**config.mk**
```make
export PLATFORM = sky130hd
export DESIGN_NAME = systolic_sequencer
export DESIGN_NICKNAME = d
export VERILOG_FILES = /design/src/rtl/systolic_sequencer.sv
export SDC_FILE = /design/constraint.sdc
export NUM_CORES = 1
export LEC_CHECK = 0
export BUFFER_PORTS_ARGS = -buffer_cell sky130_fd_sc_hd__buf_2
export CAP_MARGIN = 0
export CORE_UTILIZATION = 50
export CTS_CLUSTER_SIZE = 25
export DETAILED_ROUTE_END_ITERATION = 7
export PLACE_DENSITY = 0.8
export SLEW_MARGIN = 40
export SYNTH_ARGS = -nofsm -noshare
export SYNTH_HDL_FRONTEND = slang
export SYNTH_SLANG_ARGS = --single-unit
```
**constraint.sdc**
```tcl
create_clock -name clk -period 1.6 [get_ports clk]
set_input_delay 0 -clock clk [delete_from_list [all_inputs] [get_ports clk]]
set_output_delay 0 -clock clk [all_outputs]
set_load 0.01 [all_outputs]
```
**src/rtl/systolic_sequencer.sv**
```systemverilog
// systolic_sequencer
// Sequences one tile-multiply on an NxN systolic array fed by staggered
// A/B injection FIFOs: load FIFOs and clear accumulators, stream the skewed
// operand wavefront, let the PE pipeline flush, then hand the N result rows
// to a consumer over a valid/ready handshake.
//
// Ports:
//   clk        rising-edge clock
//   rst        asynchronous active-high reset
//   start      single-cycle command, honoured only in IDLE
//   k_len      inner dimension (0 means N, values above N saturate to N)
//   abort      synchronous cancel, highest priority, from any state
//   load       FIFO parallel-load strobe
//   pe_clear   PE accumulator clear
//   read_en    FIFO read/shift enable
//   res_valid  a result row is presented
//   res_ready  consumer accepts the presented row
//   res_row    index of the presented row
//   res_last   high with res_valid on row N-1
//   busy       high in every state except IDLE
//   done       one-cycle completion pulse
module systolic_sequencer #(
  parameter int N      = 32,
  parameter int PE_LAT = 2,
  parameter int KW     = $clog2(N) + 1
) (
  input  logic                 clk,
  input  logic                 rst,
  input  logic                 start,
  input  logic [KW-1:0]        k_len,
  input  logic                 abort,
  output logic                 load,
  output logic                 pe_clear,
  output logic                 read_en,
  output logic                 res_valid,
  input  logic                 res_ready,
  output logic [$clog2(N)-1:0] res_row,
  output logic                 res_last,
  output logic                 busy,
  output logic                 done
);

  localparam int RW = $clog2(N);
  // Shared counter must hold the longest stream (3N-2 cycles) and the flush depth.
  localparam int CW = $clog2(3 * N + PE_LAT);

  typedef enum logic [2:0] {
    IDLE,
    LOAD,
    STREAM,
    FLUSH,
    DRAIN,
    DONE
  } state_t;

  state_t        r_state;
  state_t        w_stateNext;
  logic [CW-1:0] r_cnt;
  logic [CW-1:0] r_ek;
  logic [CW-1:0] w_ek;
  logic [RW-1:0] r_row;
  logic [31:0]   w_kExt;
  logic          w_cntZero;
  logic          w_lastRow;
  logic          w_xfer;

  // Effective inner dimension: zero and oversize requests both mean a full N.
  assign w_kExt    = 32'(k_len);
  assign w_ek      = ((w_kExt == 32'd0) || (w_kExt > 32'(N))) ? CW'(N) : CW'(w_kExt);
  assign w_cntZero = (r_cnt == '0);
  assign w_lastRow = (r_row == RW'(N - 1));
  assign w_xfer    = (r_state == DRAIN) && res_ready;

  always_ff @(posedge clk or posedge rst) begin
    if (rst) begin
      r_state <= IDLE;
    end else begin
      r_state <= w_stateNext;
    end
  end

  // Next-state decode; abort overrides every other transition.
  always_comb begin
    w_stateNext = r_state;
    case (r_state)
      IDLE:    if (start) w_stateNext = LOAD;
      LOAD:    w_stateNext = STREAM;
      STREAM:  if (w_cntZero) w_stateNext = FLUSH;
      FLUSH:   if (w_cntZero) w_stateNext = DRAIN;
      DRAIN:   if (w_xfer && w_lastRow) w_stateNext = DONE;
      DONE:    w_stateNext = IDLE;
      default: w_stateNext = IDLE;
    endcase
    if (abort) begin
      w_stateNext = IDLE;
    end
  end

  // One down-counter serves both STREAM (loaded with S-1 in LOAD, where
  // S = ek + 2(N-1) covers the skewed wavefront) and FLUSH (loaded with
  // PE_LAT-1 on the last stream cycle). The row index advances on each
  // accepted transfer and is cleared again when the last row leaves.
  always_ff @(posedge clk or posedge rst) begin
    if (rst) begin
      r_cnt <= '0;
      r_ek  <= '0;
      r_row <= '0;
    end else if (abort) begin
      r_cnt <= '0;
      r_ek  <= '0;
      r_row <= '0;
    end else begin
      case (r_state)
        IDLE: begin
          r_cnt <= '0;
          r_row <= '0;
          if (start) r_ek <= w_ek;
        end
        LOAD: r_cnt <= r_ek + CW'(2 * N - 3);
        STREAM: begin
          if (w_cntZero) r_cnt <= CW'(PE_LAT - 1);
          else           r_cnt <= r_cnt - 1'b1;
        end
        FLUSH: begin
          if (!w_cntZero) r_cnt <= r_cnt - 1'b1;
        end
        DRAIN: begin
          if (w_xfer) begin
            if (w_lastRow) r_row <= '0;
            else           r_row <= r_row + 1'b1;
          end
        end
        default: begin
          r_cnt <= '0;
          r_row <= '0;
        end
      endcase
    end
  end

  // Moore output decode from registered state and row counter only.
  always_comb begin
    load      = 1'b0;
    pe_clear  = 1'b0;
    read_en   = 1'b0;
    res_valid = 1'b0;
    res_last  = 1'b0;
    done      = 1'b0;
    busy      = (r_state != IDLE);
    res_row   = r_row;
    case (r_state)
      LOAD: begin
        load     = 1'b1;
        pe_clear = 1'b1;
      end
      STREAM: read_en = 1'b1;
      DRAIN: begin
        res_valid = 1'b1;
        res_last  = w_lastRow;
      end
      DONE:    done = 1'b1;
      default: ;
    endcase
  end

endmodule

```
==> impl_metrics.json, run 1 <==
{
  "status": "finished, violations left",
  "failed_checks": "negative setup slack",
  "final.setup.tns_ns": -0.0813,
  "hold_class": "input port to flop",
  "timing_max_transition_violations_final": 0,
  "nNetsFinal": 227,
  "synth_cell_type_count": 40,
  "holdPathEnd": "r_ek[1]",
  "worst-slew-pin-transition_ns": 0.501,
  "wire_length_of_the_first_global_routing_pass_um": 6020,
  "worstRegToRegCells": 3,
  "post-dp-hpwl_um": 2770,
  "setup_repair_after_global_routing_missed_its_margin": "yes",
  "numPortBuffers": 22,
  "async_reset_ff_share_pct": 100,
  "initial_utilization_pct": 53.6,
  "synthesis.nets": 168,
  "timing.rr.start": "r_state[1]",
  "grt_start_max_net_pins": 22,
  "layout-drive-gt1-share_pct": 39.0,
  "dp_worst_setup_slack_ns": -0.0899,
  "r2r_slack_ns": -0.06,
  "gp_routability_congestion": 0.879,
  "core_area_um2": 2520,
  "gate_count_after_technology_mapping": 152,
  "worst_path_largest_cell_delay_ns": 0.51,
  "post-route-worst-setup-slack_ns": -0.0615,
  "die_width_um": 54.0,
  "cts_max_path_buffers": 2,
  "final_cells": 240,
  "critPathSlowestCell": "sky130_fd_sc_hd__or4b_4",
  "fp-row-count": 18,
  "critical_path_arrival_ns": 1.89,
  "synth-simple-area-share_pct": 28.5,
  "route.detailed.vias_per_inst": 6.00,
  "critPathRequiredTime_ns": 1.83,
  "synthXorXnorAreaFrac_pct": 3.24,
  "power.ir.vdd_worst_mv": 0.578,
  "report.final.setup_viol": 4,
  "synth_top_family_by_area": "simple AND/OR/NAND/NOR gates",
  "setup.worst_path.end_class": "flop",
  "clock_sink_count": 21,
  "timing.critical_path.from_type": "flop",
  "wirelength_um": 4120,
  "cts_root_buf": "sky130_fd_sc_hd__clkbuf_4",
  "grt-ovfl-total": 0,
  "die_height_um": 54.0,
  "drt_pre_antenna_iters": 4,
  "pwr_per_cell_area_nw_per_um2": 847,
  "timing.hold.ws_ns": 0.111,
  "synth_edf_count": 0,
  "io_pins": 23,
  "dp_cells": 223,
  "reg2reg_to": "res_row[3]",
  "syn_area_per_cell_um2": 8.90,
  "wire_per_inst_um": 17.2,
  "grtUsageTotal_pct": 29.6,
  "grt_pass1_vias": 1360,
  "postLayoutCoreUtil_pct": 76.2,
  "syn_to_final_growth_pct": 42.2,
  "synth-warning-count": 0,
  "number_of_register_bits_inferred_by_synthesis": 21,
  "routed-via-count": 1441,
  "timing.clock.skew_ns": 0.00234,
  "yosys.area_share.adder_pct": 4.63,
  "critPathMaxFanout": 6,
  "cap_violations": 0,
  "cpLargestDelayFamily": "simple AND/OR/NAND/NOR gates",
  "grt_antenna_before_repair": 0,
  "timing.max_slew.rel_slack_pct": 65.7,
  "number_of_diodes": 0,
  "worstHoldStart": "abort",
  "cts_inserted_buffers": 3,
  "synth_mux_area_share_pct": 0.740,
  "mappedNetlistArea_um2": 1350,
  "hold_viol_final": 0,
  "leakagePower_nw": 0.900,
  "synth.yosys.seq_area_share_pct": 38.9,
  "worstHoldPathCells": 3,
  "critical_path_buf_inv_count": 0,
  "synth_compound_area_share_pct": 20.7,
  "crit_path_cell_trace": "or4b_4 -> or3_4 -> o31ai_2",
  "drt_iter0_drc": 46,
  "worstSkewPairLatency_ns": 0.30,
  "cts.clk_slew.worst_paths_ns": 0.13,
  "finalCritPeriodShare_pct": 104,
  "final_cell_mix": "sky130_fd_sc_hd__buf_4, sky130_fd_sc_hd__buf_2, sky130_fd_sc_hd__dfrtp_1",
  "floorplan.die_area_um2": 2920,
  "cts_tree": "yes",
  "postRouteAntennaNets": 0,
  "layout.cells.most_common": "sky130_fd_sc_hd__buf_4",
  "detail_route.drc_violations": 0,
  "fmaxAchievable_mhz": 602,
  "period_needed_ns": 1.66,
  "worstSetupPathType": "flop to flop",
  "synth_top_flop_cell": "sky130_fd_sc_hd__dfrtp_1",
  "cts.htree.levels": 1
}
registers in the layout, summed over array words and instances (netlist names):
register / cells
r_cnt: 7
res_row: 5
r_state: 3
r_ek: 6
Yosys cell counts (2+ instances only):
cell                        instances  area, um^2
sky130_fd_sc_hd__and2_1             3        18.8
sky130_fd_sc_hd__nand2_1           16        60.1
sky130_fd_sc_hd__nor2_1             8        30.0
sky130_fd_sc_hd__o2bb2ai_1          2        17.5
sky130_fd_sc_hd__or4b_1             2        20.0
sky130_fd_sc_hd__a32oi_1            2        17.5
sky130_fd_sc_hd__a21oi_1           10        50.1
sky130_fd_sc_hd__inv_1              5        18.8
sky130_fd_sc_hd__xnor2_1            2        17.5
sky130_fd_sc_hd__and3_1             3        18.8
sky130_fd_sc_hd__nor3_1             8        40.0
sky130_fd_sc_hd__o21bai_1           2        15.0
sky130_fd_sc_hd__a22oi_1            4        30.0
sky130_fd_sc_hd__clkbuf_1           5        18.8
sky130_fd_sc_hd__o21ai_0           13        65.1
sky130_fd_sc_hd__xor2_1             3        26.3
sky130_fd_sc_hd__nor4_1             2        12.5
sky130_fd_sc_hd__or3_1              4        25.0
sky130_fd_sc_hd__nor4b_2            2        30.0
sky130_fd_sc_hd__dfrtp_1           21         526
sky130_fd_sc_hd__nand3b_1           8        60.1
sky130_fd_sc_hd__ha_1               5        62.6
sky130_fd_sc_hd__o22ai_1            2        12.5
sky130_fd_sc_hd__nand2b_1           4        25.0
what timing repair did:
item	CTS	global route
setup endpoints to repair	12	22
hold endpoints to repair	27	0
pin swaps	3	6
resized for setup	10	22
buffers inserted	3	3
hold buffers	7	0
through the flow:
| step | area (um^2) | power, mW |
|---|---|---|
| final | 1920 | 1.63 |
| after global routing | 1920 | 1.70 |
| after CTS | 1820 | 1.55 |
| after detailed placement | 1680 | 1.23 |
| after global placement | 1680 | 1.21 |
| after floorplan | 1370 | 0.984 |
final cells by class:
class,instances,area (um^2)
clock buffers,4,26.3
inverters,5,18.8
well taps,30,37.5
flip-flops and latches,21,527
multi-input cells,120,897
fillers,176,599
repair buffers,60,417
worst reg2reg max path, cell delays in order (launching register included):
cell                      delay (ns)
sky130_fd_sc_hd__dfrtp_2        0.48
sky130_fd_sc_hd__or4b_4         0.51
sky130_fd_sc_hd__or3_4          0.42
sky130_fd_sc_hd__o31ai_2        0.18
power by group:
group	total, mW	internal (mW)	switching, mW
Combinational	0.741	0.351	0.390
Clock	0.270	0.0972	0.172
Sequential	0.618	0.569	0.0488
Total	1.63	1.02	0.612
worst max path at each step:
stage / start / end / slack, ns / cells past startpoint
floorplan: res_row[1] / res_row[3] / 0.002 / 5
global placement: r_state[0] / res_row[0] / 0.004 / 3
detailed placement: r_cnt[1] / r_cnt[0] / -0.09 / 7
CTS: r_state[1] / res_row[3] / -0.02 / 3
global route: res_row[0] / r_state[0] / -0.09 / 8
finish: r_state[1] / res_row[3] / -0.06 / 3
cell families (layout without fill, tap and decap cells):
| logic type | count (synthesis) | after routing |
|---|---|---|
| buffers and inverters | 11 | 69 |
| AND/OR/NAND/NOR | 66 | 66 |
| XOR/XNOR | 5 | 5 |
| flip-flops | 21 | 21 |
| multiplexers | 1 | 1 |
| adder cells (fa/ha/maj) | 5 | 5 |
| AO/OA/AOI/OAI | 43 | 43 |
per-layer routing:
metal / share of wire, % / GRT usage, %
met1: 44 / 36.6
met3: 3.4 / 4.24
met5: 0 / 0
met4: 0.56 / 8.55
met2: 52 / 52.9
No activity file was read; power rests on OpenSTA's default activity.
==> inputs of run 2 (changes only) <==
Settings changed: PLACE_DENSITY 0.8 to 0.75.
==> run 2 against run 1 <==
  * The flow still finishes with violations (negative setup slack)
  * Setup slack gained 0.015 ns
  * Fmax rose by 0.89%
  * Sequential cell count is the same
  * Combinational power rose by 4.7%
  * Register-to-register slack is essentially flat
  * Clock skew is 0.015 ns higher
  * Via count fell by 0.56%
  * Non-clock buffer count increased by 1
  * Worst hold slack got worse by 0.025 ns
==> impl_metrics.json, run 2 (synthesized netlist as in run 1, its figures left out) <==
{
  "die_height_um": 54.0,
  "timing.critical_path.from_type": "flop",
  "core_area_um2": 2520,
  "routed-via-count": 1433,
  "fp-row-count": 18,
  "syn_to_final_growth_pct": 45.3,
  "timing_max_transition_violations_final": 0,
  "number_of_diodes": 0,
  "io_pins": 23,
  "detail_route.drc_violations": 0,
  "layout-drive-gt1-share_pct": 41.2,
  "largest_reg_flops": 7,
  "drt_pre_antenna_iters": 4,
  "cts_tree": "yes",
  "nNetsFinal": 228,
  "pwr_per_cell_area_nw_per_um2": 841,
  "grt_pass1_vias": 1365,
  "report.final.setup_viol": 3,
  "hold_class": "input port to flop",
  "postLayoutCoreUtil_pct": 77.9,
  "route.detailed.vias_per_inst": 5.95,
  "wire_length_of_the_first_global_routing_pass_um": 6240,
  "setup_repair_after_global_routing_missed_its_margin": "yes",
  "cts.htree.levels": 1,
  "fmaxAchievable_mhz": 607,
  "grt_start_max_net_pins": 22,
  "initial_utilization_pct": 53.6,
  "wire_per_inst_um": 17.4,
  "cts.clk_slew.worst_paths_ns": 0.14,
  "grt_antenna_before_repair": 0,
  "postRouteAntennaNets": 0,
  "grtUsageTotal_pct": 30.0,
  "timing.clock.skew_ns": 0.0178,
  "regMostFlops": "r_cnt",
  "drt_iter0_drc": 37,
  "critical_path_arrival_ns": 1.86,
  "worstSkewPairLatency_ns": 0.31,
  "final_cell_mix": "sky130_fd_sc_hd__buf_4, sky130_fd_sc_hd__buf_2, sky130_fd_sc_hd__dfrtp_1",
  "numPortBuffers": 22,
  "critPathMaxFanout": 3,
  "power.ir.vdd_worst_mv": 0.585,
  "cts_max_path_buffers": 2,
  "status": "finished, violations left",
  "floorplan.die_area_um2": 2920,
  "post-dp-hpwl_um": 2730,
  "finalCritPeriodShare_pct": 103,
  "hold_viol_final": 0,
  "layout.cells.most_common": "sky130_fd_sc_hd__buf_4",
  "cts_root_buf": "sky130_fd_sc_hd__clkbuf_4",
  "clock_sink_count": 21,
  "cts_inserted_buffers": 3,
  "leakagePower_nw": 0.911,
  "setup.worst_path.end_class": "flop",
  "worstSetupPathType": "flop to flop",
  "gp_routability_congestion": 0.915,
  "post-route-worst-setup-slack_ns": -0.0468,
  "die_width_um": 54.0,
  "timing.max_slew.rel_slack_pct": 69.5,
  "failed_checks": "negative setup slack",
  "final.setup.tns_ns": -0.0797,
  "filler_cell_count": 176,
  "cap_violations": 0,
  "grt-ovfl-total": 0,
  "timing.hold.ws_ns": 0.0853,
  "critPathRequiredTime_ns": 1.82,
  "wirelength_um": 4190,
  "worst-slew-pin-transition_ns": 0.456,
  "period_needed_ns": 1.65
}
==> run 2: final timing paths <==
kind,startpoint,cells after the start,end,slack (ns)
setup reg to reg,r_state[0],3,res_row[3],-0.05
min in group asynchronous,rst,4,r_cnt[3],0.25
hold reg to reg,res_row[4],2,res_row[4],0.60
setup / recovery,r_state[0],3,res_row[3],-0.05
max in group asynchronous,rst,4,r_cnt[1],1.11
hold / removal,abort,3,r_ek[2],0.09
==> run 2: metal layers <==
layer,track usage [%],wire length [um],vias up
met5,0,0,-
met4,8.97,75,0
met3,3.11,171,10
met2,51.4,2180,53
met1,39.5,1770,691
li1,-,-,679
==> run 2: cell type report <==
class	count	area [um^2]	share of cell area, %
timing repair buffer	61	424	21.6
clock buffer	3	22.5	1.15
clock inverter	1	5.00	0.255
sequential	21	526	26.7
tap	30	37.5	1.91
multi-input combinational	120	932	47.4
inverter	5	18.8	0.955
==> run 2: timing repair <==
action	CTS	global route
pin swaps	3	4
hold buffers	7	0
resized for setup	13	23
endpoints found under the hold margin	27	0
buffers inserted	1	3
endpoints found under the setup margin	9	17
cloned	0	0
==> run 2: critical path, stage by stage, from the launching register on <==
cell	delay (ns)
sky130_fd_sc_hd__dfrtp_1	0.42
sky130_fd_sc_hd__or4b_4	0.52
sky130_fd_sc_hd__or3_4	0.44
sky130_fd_sc_hd__o31ai_4	0.19
==> run 2: through the flow <==
step / cells / area [um^2] / total power [mW] / setup WS [ns]
6_report: 241 / 1970 / 1.65 / -0.0468
5_1_grt: 241 / 1970 / 1.74 / -0.0959
4_1_cts: 238 / 1860 / 1.54 / -0.0108
3_5_place_dp: 226 / 1700 / 1.23 / -0.0501
3_3_place_gp: 226 / 1700 / 1.21 / -0.000948
2_1_floorplan: 152 / 1370 / 0.984 / 0.00168
==> run 2: power breakdown <==
part           internal, mW  leakage (nW)  total, mW  switching (mW)
sequential            0.568         0.289      0.609          0.0409
clock                0.0933        0.0177      0.268           0.175
combinational         0.368         0.605      0.776           0.408
==> inputs of run 3 (changes only) <==
Settings changed: SKIP_CTS_REPAIR_TIMING set to 1.
==> run 3 against run 2 <==
  * The run still ends with negative setup slack left
  * Die area stayed put
  * Sequential cell count did not move
  * Clock-buffer cell count did not move
  * Via count is 5.7% higher
  * Critical endpoint unchanged
  * Critical path type unchanged
  * Combinational power rose by 11%
==> impl_metrics.json, run 3 (synthesized netlist as in run 1, its figures left out) <==
{
  "initial_utilization_pct": 53.6,
  "report.power.total_mw": 1.74,
  "critPathRequiredTime_ns": 1.78,
  "filler_cell_count": 159,
  "cts_root_buf": "sky130_fd_sc_hd__clkbuf_4",
  "nNetsFinal": 231,
  "grt_pass1_vias": 1283,
  "worstSetupPathType": "flop to flop",
  "timing.clock.skew_ns": 0.0142,
  "routed-via-count": 1514,
  "dp_worst_setup_slack_ns": -0.0501,
  "gp_routability_congestion": 0.915,
  "post-route-worst-setup-slack_ns": -0.0588,
  "setup_repair_after_global_routing_missed_its_margin": "yes",
  "multi_input_area_um2": 955,
  "r2r_slack_ns": -0.06,
  "cpLargestDelayFamily": "flip-flops",
  "failed_checks": "negative setup slack",
  "dp_cells": 226,
  "grt-ovfl-total": 0,
  "fmaxAchievable_mhz": 603,
  "hold_class": "input port to flop",
  "timing_max_transition_violations_final": 0,
  "pwr_per_cell_area_nw_per_um2": 864,
  "cap_violations": 0,
  "cts_inserted_buffers": 3,
  "fp-row-count": 18,
  "worstSkewPairLatency_ns": 0.31,
  "largest_reg_flops": 7,
  "power.ir.vdd_worst_mv": 0.631,
  "final_cells": 244,
  "period_needed_ns": 1.66,
  "die_height_um": 54.0,
  "cts_max_path_buffers": 2,
  "crit_path_cell_trace": "buf_4 -> nor4b_1 -> buf_4 -> and4b_1 -> a21oi_1 -> o31ai_4",
  "wirelength_um": 4590,
  "status": "finished, violations left",
  "wire_length_of_the_first_global_routing_pass_um": 5810,
  "cts_tree": "yes",
  "die_width_um": 54.0,
  "grt_antenna_before_repair": 0,
  "post-dp-hpwl_um": 2730,
  "leakagePower_nw": 0.943,
  "drt_iter0_drc": 54,
  "detail_route.drc_violations": 0,
  "wire_per_inst_um": 18.8,
  "io_pins": 23,
  "critPathMaxFanout": 13,
  "clock_sink_count": 21,
  "setup.worst_path.end_class": "flop",
  "layout.cells.most_common": "sky130_fd_sc_hd__buf_4",
  "sequentialPowerShare_pct": 35.1,
  "critical_path_arrival_ns": 1.84,
  "route.detailed.vias_per_inst": 6.20,
  "grtUsageTotal_pct": 27.4,
  "p_sw_share_pct": 38.7,
  "numPortBuffers": 22,
  "critical_path_buf_inv_count": 2,
  "timing.critical_path.from_type": "flop",
  "syn_to_final_growth_pct": 48.7,
  "final_cell_area_um2": 2010,
  "timing.hold.ws_ns": 0.102,
  "floorplan.die_area_um2": 2920,
  "hold_viol_final": 0,
  "critPathSlowestCell": "sky130_fd_sc_hd__dfrtp_1",
  "total_switching_power_uw": 672,
  "drt_pre_antenna_iters": 4,
  "final.setup.tns_ns": -0.216,
  "core_area_um2": 2520,
  "report.final.setup_viol": 6,
  "timing.max_slew.rel_slack_pct": 62.5,
  "postLayoutCoreUtil_pct": 79.7,
  "cts.clk_slew.worst_paths_ns": 0.14,
  "worst_path_largest_cell_delay_ns": 0.44,
  "final_cell_mix": "sky130_fd_sc_hd__buf_4, sky130_fd_sc_hd__buf_2, sky130_fd_sc_hd__dfrtp_1",
  "postRouteAntennaNets": 0,
  "finalCritPeriodShare_pct": 104,
  "dpl-instance-area_um2": 1700,
  "worst-slew-pin-transition_ns": 0.548,
  "combinationalPowerShare_pct": 49.6,
  "cts.htree.levels": 1,
  "seq_area_um2": 526,
  "clock_power_share_pct": 15.3,
  "critical-path-top-cell-by-count": "sky130_fd_sc_hd__buf_4",
  "layout-drive-gt1-share_pct": 43.9,
  "grt_start_max_net_pins": 22,
  "regMostFlops": "r_cnt",
  "number_of_diodes": 0,
  "p_int_mw": 1.07
}
-- run 3: power groups by stage --
stage | Combinational (mW) | Sequential, mW | Clock [mW]
2_1_floorplan | 0.367 | 0.616 | 0
3_3_place_gp | 0.595 | 0.610 | 0
3_5_place_dp | 0.616 | 0.613 | 0
4_1_cts | 0.619 | 0.603 | 0.266
5_1_grt | 0.924 | 0.614 | 0.293
6_report | 0.862 | 0.610 | 0.266
-- run 3: metal layers --
layer / vias up / routed length [um] / track usage (%)
met1: 744 / 1890 / 37.9
met5: - / 0 / 0
met2: 72 / 2330 / 44.2
li1: 689 / - / -
met4: 0 / 89 / 7.69
met3: 9 / 282 / 4.24
-- run 3: path summary, 6_finish.rpt --
check                      depth (start not counted)         end  startpoint
max                                                6  res_row[3]  r_state[2]
min                                                3     r_ek[2]       abort
max reg2reg                                        6  res_row[3]  r_state[2]
min reg2reg                                        2     r_ek[1]     r_ek[1]
max in group asynchronous                          4    r_cnt[1]         rst
min in group asynchronous                          4     r_ek[1]         rst
-- run 3: worst min-delay path: stages --
cell	delay [ns]
sky130_fd_sc_hd__buf_2	0.10
sky130_fd_sc_hd__buf_4	0.22
sky130_fd_sc_hd__a21oi_1	0.06
-- run 3: area by class of cell --
| class | count | area share [%] |
|---|---|---|
| clock buffer | 3 | 1.12 |
| clock inverter | 1 | 0.249 |
| inverter | 5 | 0.933 |
| multi-input combinational | 120 | 47.5 |
| sequential | 21 | 26.1 |
| tap | 30 | 1.87 |
| timing repair buffer | 64 | 22.2 |
